**config.mk**
```make
export PLATFORM = sky130hd
export DESIGN_NAME = regwr_arbiter
export DESIGN_NICKNAME = d
export VERILOG_FILES = /design/src/rtl/regwr_arbiter.sv
export SDC_FILE = /design/constraint.sdc
export NUM_CORES = 1
export LEC_CHECK = 0
export CORE_MARGIN = 2
export CORE_UTILIZATION = 42
export CTS_CLUSTER_SIZE = 16
export DETAILED_ROUTE_END_ITERATION = 16
export PLACE_DENSITY = 0.87
export REMOVE_ABC_BUFFERS = 1
export SYNTH_ARGS = -nofsm -noshare
export SYNTH_HDL_FRONTEND = slang
export SYNTH_SLANG_ARGS = --single-unit
```
**constraint.sdc**
```tcl
create_clock -name clk -period 5.9 [get_ports clk]
set_input_delay 1.475 -clock clk [delete_from_list [all_inputs] [get_ports clk]]
set_output_delay 1.475 -clock clk [all_outputs]
set_load 0.02 [all_outputs]
```
**src/rtl/regwr_arbiter.sv**
```systemverilog
// rtl/regwr_arbiter.sv - round-robin arbiter sharing the register file write port
module regwr_arbiter #(
   parameter int WIDTH    = 64,
   parameter int AW       = 5,
   parameter int ZERO_REG = 31
) (
   input  logic             clk,
   input  logic             reset,
   input  logic             stall,
   input  logic             req0_valid,
   input  logic [AW-1:0]    req0_addr,
   input  logic [WIDTH-1:0] req0_data,
   output logic             req0_ready,
   input  logic             req1_valid,
   input  logic [AW-1:0]    req1_addr,
   input  logic [WIDTH-1:0] req1_data,
   output logic             req1_ready,
   output logic             wr_en,
   output logic [AW-1:0]    wr_addr,
   output logic [WIDTH-1:0] wr_data,
   output logic             wr_src
);

   localparam logic [AW-1:0] ZR_ADDR = AW'(ZERO_REG);

   // index of the most recently granted requester; the other one wins a tie
   logic last;

   logic             gnt0;
   logic             gnt1;
   logic [AW-1:0]    sel_addr;
   logic [WIDTH-1:0] sel_data;

   // grant depends only on valids, stall, reset and the pointer
   always_comb begin
      gnt0 = 1'b0;
      gnt1 = 1'b0;
      if (!reset && !stall) begin
         gnt0 = req0_valid && (!req1_valid || last);
         gnt1 = req1_valid && (!req0_valid || !last);
      end
   end

   assign req0_ready = gnt0;
   assign req1_ready = gnt1;

   // mux the winning requester's payload toward the write port register
   always_comb begin
      sel_addr = req0_addr;
      sel_data = req0_data;
      if (gnt1) begin
         sel_addr = req1_addr;
         sel_data = req1_data;
      end
   end

   // register the write port and advance the pointer on every transfer
   always_ff @(posedge clk or posedge reset) begin
      if (reset) begin
         last    <= 1'b1;
         wr_en   <= 1'b0;
         wr_addr <= '0;
         wr_data <= '0;
         wr_src  <= 1'b0;
      end else if (gnt0 || gnt1) begin
         last    <= gnt1;
         wr_src  <= gnt1;
         wr_addr <= sel_addr;
         wr_data <= sel_data;
         // writes to the zero register are consumed but never reach the file
         wr_en   <= (sel_addr != ZR_ADDR);
      end else begin
         wr_en   <= 1'b0;
      end
   end

endmodule

```
### Yosys cells after proc, flatten, opt, wreduce, memory -nomap -nowiden

Index checks and enable logic that the tools add are counted.

| word-level totals | value |
|---|---|
| flip-flop bits (word level) | 72 |
| bits of input ports | 143 |
| output and inout port bits | 73 |
| logic and storage cells | 22 |

| operators by class | value |
|---|---|
| equality and inequality tests | 1 |
| multiplexer cells | 5 |
| reduce and logical (&&, ||, !) cells | 11 |

Operators with widths:

| operator | count |
|---|---|
| two-way mux 64 bit | 1 |
| zero test 1 bit | 5 |
| two-way mux 5 bit | 1 |
| inequality test 5 bit (second input constant) | 1 |
| logical AND 1 bit | 3 |
| logical OR 1 bit | 3 |
| two-way mux 1 bit | 3 |

### Longest topological paths before layout

Gate-level depths: netlist (run 1).

| depth | value |
|---|---|
| depth in word-level cells | 7 |
| gate-level depth with buffers | 6 |
| gate-level depth less buffers | 4 |

### Worst setup path before layout (run 1)

No wires, ideal clock.

| path | value |
|---|---|
| path kind | input -> output |
| start | input port stall |
| end | output port req1_ready |
| data arrival time | 2.138 ns |
| required time | 4.425 ns |
| path slack | 2.287 ns |
| cell stages on the path | 3 |
| cells stage by stage | nor3b_4 > nand2_4 > inv_1 |

| on the way | value |
|---|---|
| cells in the longest elaborated chain, start to end | 3 |

RTL lines:

| item | line | text |
|---|---|---|
| start: declaration | 9 | `input logic stall,` |
| zero test 1 bit | 38 | `if (!reset && !stall) begin` |
| logical AND 1 bit | 38 |  |
| two-way mux 1 bit | 38 |  |
| end: declaration | 17 | `output logic req1_ready,` |

No other way between the ends.

### Worst setup path after layout (run 1)

| path | value |
|---|---|
| start | input port req1_valid |
| end | output port req1_ready |

| on the way | value |
|---|---|
| cells in the longest elaborated chain, start to end | 2 |

RTL lines:

| item | line | text |
|---|---|---|
| start: declaration | 14 | `input logic req1_valid,` |
| logical AND 1 bit | 40 | `gnt1 = req1_valid && (!req0_valid \|\| !last);` |
| two-way mux 1 bit | 38 |  |

No other way between the ends.

==> results of run 1 <==
==> placed cells by master (no fill, tap or decap) <==
| cell type | n |
|---|---|
| clkdlybuf4s50_1 | 215 |
| dfrtp_1 | 71 |
| and3_1 | 70 |
| a221o_1 | 69 |
| nor3b_1 | 68 |
| clkbuf_8 | 10 |
| buf_4 | 7 |
| inv_1 | 3 |
| nor2_1 | 2 |
| clkinvlp_4 | 2 |
| o21ai_4 | 1 |
| nor2_4 | 1 |
| or2_2 | 1 |
| nor3b_4 | 1 |
| nand2_2 | 1 |
| nand2_4 | 1 |
| nand2b_1 | 1 |
| and4_1 | 1 |
| nand4_1 | 1 |
| a211oi_1 | 1 |
| a311oi_1 | 1 |
| inv_2 | 1 |
| a31oi_1 | 1 |
| o21ai_0 | 1 |
| nor3_1 | 1 |
| bufinv_16 | 1 |
| inv_6 | 1 |
| clkinv_4 | 1 |
| clkinv_2 | 1 |
| dfstp_2 | 1 |
==> critical path, stage by stage <==
cell             delay (ns)
clkdlybuf4s50_1        0.63
nor3b_4                0.30
nand2_4                0.07
inv_1                  0.07
clkdlybuf4s50_1        0.60
==> sequential cells by signal, summed over array words and instances, names as in the netlist <==
register,cells
wr_data,64
wr_addr,5
last,1
wr_en,1
wr_src,1
==> through the flow <==
step,utilization [%],cells
detailed placement,67.98,629
CTS,70.33,645
floorplan,-,299
global route,70.33,645
finish,70.33,645
global placement,67.98,629
==> where the power goes <==
group	internal (µW)	switching [µW]
Sequential	588	56.8
Clock	209	193
Combinational	334	278
==> how the worst max path moves through the flow <==
stage / startpoint / to / slack, ns
final: req1_valid / req1_ready / 1.28
after global routing: req1_valid / req1_ready / 1.22
after CTS: req1_valid / req1_ready / 1.27
after detailed placement: req1_valid / req1_ready / 1.27
after global placement: req1_valid / req1_ready / 1.30
after floorplan: stall / req1_ready / 1.04
==> area by class of cell <==
class / instances / area [µm²] / area share [%]
repair buffers: 222 / 2205 / 35.94
flip-flops and latches: 72 / 1803 / 29.40
multi-input cells: 223 / 1770 / 28.87
clock buffers: 10 / 137.6 / 2.244
well taps: 108 / 135.1 / 2.203
clock inverters: 6 / 67.56 / 1.102
inverters: 4 / 15.01 / 0.2448
==> routing by layer <==
| layer | part of all wire (%) | routed length (µm) | track usage, % |
|---|---|---|---|
| met3 | 7.7 | 973 | 5.035 |
| met1 | 39 | 4910 | 30.83 |
| met2 | 50 | 6396 | 42.62 |
| met4 | 3.3 | 417 | 10.54 |
| met5 | 0 | 0 | 0 |
==> cells by family after synthesis <==
family                 Yosys count
and+or+nand+nor                149
buffers and inverters           47
DFF                             72
AOI/OAI and AO/OA               74
==> flow_summary.toml, run 1 <==
[status]
outcome = "completed"

[timing]
setup_slack_ns = 1.276
tightest_slew_ns = 1.024
setup_tns_ns = 0
post-route-period-util_pct = 78.38
layout_min_cycle_time_ns = 4.624
rsz0062_at_grt = "false"
drv_slew = 0
hold_slack_ns = 0.5115
skew_ns = 0.01259
fmax_mhz = 216.3
slew_headroom_pct = 31.45
hold_violations = 0
setup_viol = 0

[setup_path]
worstSetupStartpointType = "input port"
reg2reg_from = "last$_DFFE_PP1P_"
cp.required_ns = 4.43
path_max_fanout = 4
reg2reg_depth = 4
crit_type = "in2out"
rrSetupSlack_ns = 4.16
arrival_ns = 3.15
critPathCaptureType = "output port"
rr_endpoint = "wr_src$_DFFE_PP0P_"

[routing]
drcViolationCount = 0
routed_wl_mm = 12.70
post_drt_wl_per_cell_um = 19.69
drtPass1Iterations = 5
final_antenna_net_count = 0
via_per_inst = 5.935
first_iter_violations = 177
dr_total_vias = 3828

[finish]
fill_cells = 665
drive_gt1_share_pct = 5.773
diodes = 0
area_growth_pct = 61.62
design_area_um2 = 6133
num-nets-final = 675

[power_and_ir_drop]
ir_worst_vdd_mv = 0.1527
power_uw = 1658
powerDensity_nw_per_um2 = 270.3
cellLeakagePower_uw = 0.002617

[min_path]
hold_depth = 1
hp-class = "reg2reg"
worstHoldEndpoint = "wr_data[55]$_DFFE_PP0P_"
worstHoldStart = "wr_data[55]$_DFFE_PP0P_"

[global_route]
grt_max_degree = 72
grt_overflow = 0
grt_pass1_wl_mm = 19.69
grt_use_total_pct = 24.98
antenna_found_initial = 0
grt_pass1_vias = 3953

[synthesis]
avgSynthCellArea_um2 = 11.10
synth_top_area_share_pct = 46.82
synthCells = 342
async_flop_share_pct = 100.0
syn-cell-area_um2 = 3795
ys_seq_area_share_pct = 47.51
synth_fa_ha_area_share_pct = 0
yosysUniqueCellTypes = 26
synth-main-ff-cell = "dfrtp_1"
yosys-top-cells-count = "dfrtp_1, and3_1, a221o_1, nor3b_1, clkbuf_1"
synth_edf_count = 0
synth_seq_cells = 72
synth_xor_area_share_pct = 0
yosysWarnings = 0
synth_area_leader_cell = "dfrtp_1"
synthSimpleGateAreaFrac_pct = 27.10
synth_compound_area_share_pct = 19.06
ys_top_cells_by_area = "dfrtp_1, a221o_1, nor3b_1"
synth_top_family_by_area = "simple AND/OR/NAND/NOR gates"
post-synth-top-count-cell = "dfrtp_1"
synthMuxAreaShare_pct = 0

[clocking]
cts_made_buffers = 9
cts_setup_buffers = 0
cts.reportedPaths.clkPinSlew_ns = 0.07
clock_tree.buffer_depth = 2
ctsHoldBuffers = 0
root_buffer = "clkbuf_8"
cts_resized = 0
htree_levels = 3
insertion_delay_ns = 0.33
cts_tree = "done"
cts.sinks = 72

[flow_run]
cap_viol_max_count = 0

[placed_design]
place.gp.congestion = 0.8398
numPortBuffers = 215
place_ws_ns = 1.269
place_hpwl_mm = 8.442
dpl_cell_area_um2 = 5928

[die]
rows = 34
ioPinCount = 216
core-area_um2 = 8721
die-area_um2 = 9812
start_util_pct = 43.52
die_y_um = 99.06
fp.dieW_um = 99.06
Note: power is estimated with default switching activity, not from simulation.
==> inputs of run 2 (changes only) <==
--- a/config.mk
+++ b/config.mk
@@ -6,10 +6,10 @@
 export NUM_CORES = 1
 export LEC_CHECK = 0
 export CORE_MARGIN = 2
-export CORE_UTILIZATION = 42
+export CORE_UTILIZATION = 35
 export CTS_CLUSTER_SIZE = 16
 export DETAILED_ROUTE_END_ITERATION = 16
-export PLACE_DENSITY = 0.87
+export PLACE_DENSITY = 0.77
 export REMOVE_ABC_BUFFERS = 1
 export SYNTH_ARGS = -nofsm -noshare
 export SYNTH_HDL_FRONTEND = slang
==> constraint.sdc (replaced) <==
create_clock -name clk -period 4.1 [get_ports clk]
set_input_delay 1.025 -clock clk [delete_from_list [all_inputs] [get_ports clk]]
set_output_delay 1.025 -clock clk [all_outputs]
set_load 0.02 [all_outputs]
==> flow_summary.toml, run 2 (synthesized netlist as in run 1, its figures left out) <==
[setup_path]
arrival_ns = 2.71
cp.required_ns = 3.07
crit_path_cell_trace = "clkdlybuf4s50_1 > nor2_1 > and3_1 > clkdlybuf4s50_1"
critical-path-max-stage-delay_ns = 0.62
crit_type = "in2out"
crit_top_cell = "clkdlybuf4s50_1"
cp_top_family = "buffers and inverters"
critPathCaptureType = "output port"
worstSetupStartpointType = "input port"
worst-path-buf-inv = 2
path_max_fanout = 4
cpMaxStageDelayCell = "clkdlybuf4s50_1"

[clocking]
cts_made_buffers = 9
root_buffer = "clkbuf_8"
insertion_delay_ns = 0.34
cts_setup_buffers = 0
htree_levels = 3
clock_tree.buffer_depth = 2
ctsHoldBuffers = 0
cts.reportedPaths.clkPinSlew_ns = 0.07
cts_tree = "done"
cts_resized = 0
cts.sinks = 72

[global_route]
grt_pass1_vias = 3758
grt_overflow = 0
gr-max-usage-layer = "met2"
use_met2_pct = 35.40
grt_max_degree = 72
antenna_found_initial = 0
grt_use_total_pct = 21.53
grt_pass1_wl_mm = 19.75
grt_util_met1_pct = 27.23
grtUsageMet3_pct = 5.666

[placed_design]
place_hpwl_mm = 8.290
dp_cells = 662
dpl_cell_area_um2 = 6001
numPortBuffers = 215
place.gp.congestion = 0.7743

[timing]
hold_violations = 0
setup_viol = 0
setup_tns_ns = 0
hold_slack_ns = 0.5116
fmax_mhz = 268.0
layout_min_cycle_time_ns = 3.731
post-route-period-util_pct = 91.00
rsz0062_at_grt = "false"
tightest_slew_ns = 0.7842
skew_ns = 0.01142
drv_slew = 0
slew_headroom_pct = 47.72

[finish]
final_cell_mix = "clkdlybuf4s50_1, dfrtp_1, and3_1"
final_common_cell = "clkdlybuf4s50_1"
top_regs = "wr_data x64, wr_addr x5"
diodes = 0
design_area_um2 = 6200
regArea_um2 = 1803
num-nets-final = 676
largest_reg_flops = 64
multi_input_area_um2 = 1770
final_cell_count_no_fill = 678
area_growth_pct = 63.37
drive_gt1_share_pct = 5.576
fill_cells = 902
largest-register = "wr_data"

[power_and_ir_drop]
swShare_pct = 30.88
p_comb_share_pct = 37.1
power_uw = 2377
seqPwrFrac_pct = 39.0
clkPwrFrac_pct = 24.0
cellLeakagePower_uw = 0.002636
power.switching_uw = 734.0
power.internal_uw = 1643
ir_worst_vdd_mv = 0.2084
powerDensity_nw_per_um2 = 383.4

[die]
die-area_um2 = 11690
core-area_um2 = 10700
ioPinCount = 216
start_util_pct = 35.47
rows = 38
die_y_um = 108.1
fp.dieW_um = 108.1

[routing]
dr_total_vias = 3766
post_drt_wl_per_cell_um = 18.55
first_iter_violations = 230
final_antenna_net_count = 0
drtPass1Iterations = 4
drcViolationCount = 0
via_per_inst = 5.555
routed_wl_mm = 12.58

[flow_run]
cap_viol_max_count = 0

[min_path]
hp-class = "reg2reg"

[status]
outcome = "completed"
==> run 2: cell count changes in the layout (fill, tap and decap cells not counted), sizes merged <==
cell,previous run,this run
clkbuf,10,13
clkinvlp,2,0
buf,7,8
inv,5,4
==> run 2: cell type report <==
class | count | area share [%]
Clock inverter | 3 | 0.6458
Inverter | 4 | 0.2422
Multi-Input combinational cell | 223 | 28.56
Sequential cell | 72 | 29.08
Clock buffer | 13 | 2.563
Tap cell | 140 | 2.825
Timing Repair Buffer | 223 | 36.08
==> run 2: metrics by stage <==
| step | utilization (%) | setup WS (ns) |
|---|---|---|
| CTS | 57.95 | 0.3707 |
| floorplan | - | 0.1426 |
| global route | 57.95 | 0.3072 |
| finish | 57.95 | 0.3691 |
| detailed placement | 56.09 | 0.3796 |
| global placement | 56.09 | 0.4307 |
==> run 2: per-layer routing <==
layer | vias to the layer above | share of wire [%]
met5 | - | 0
met4 | 0 | 1.6
met3 | 14 | 7.8
met2 | 151 | 48
met1 | 1868 | 43
li1 | 1733 | -
==> run 2: path summary, 6_finish.rpt <==
kind	slack [ns]	cells after the start	start	endpoint
min in group asynchronous	1.26	2	reset	wr_data[27]$_DFFE_PP0P_
worst max-delay path	0.37	4	reset	req0_ready
worst min-delay path	0.51	1	wr_data[57]$_DFFE_PP0P_	wr_data[57]$_DFFE_PP0P_
max in group asynchronous	2.14	3	reset	wr_data[35]$_DFFE_PP0P_
worst min register to register	0.51	1	wr_data[57]$_DFFE_PP0P_	wr_data[57]$_DFFE_PP0P_
worst max register to register	2.40	4	last$_DFFE_PP1P_	wr_data[8]$_DFFE_PP0P_
==> run 2: power groups by stage <==
stage	Clock, µW	Sequential [µW]	Combinational [µW]
after floorplan	0	1090	225
after global placement	0	932	876
after detailed placement	0	936	886
after CTS	584	926	889
after global routing	614	945	934
final	570	927	881
==> inputs of run 3 (changes only) <==
--- a/config.mk
+++ b/config.mk
@@ -14,3 +14,4 @@
 export SYNTH_ARGS = -nofsm -noshare
 export SYNTH_HDL_FRONTEND = slang
 export SYNTH_SLANG_ARGS = --single-unit
+export TNS_END_PERCENT = 5
==> results of run 3 <==
The final DEF is identical to that of run 2; final timing and power are the same.
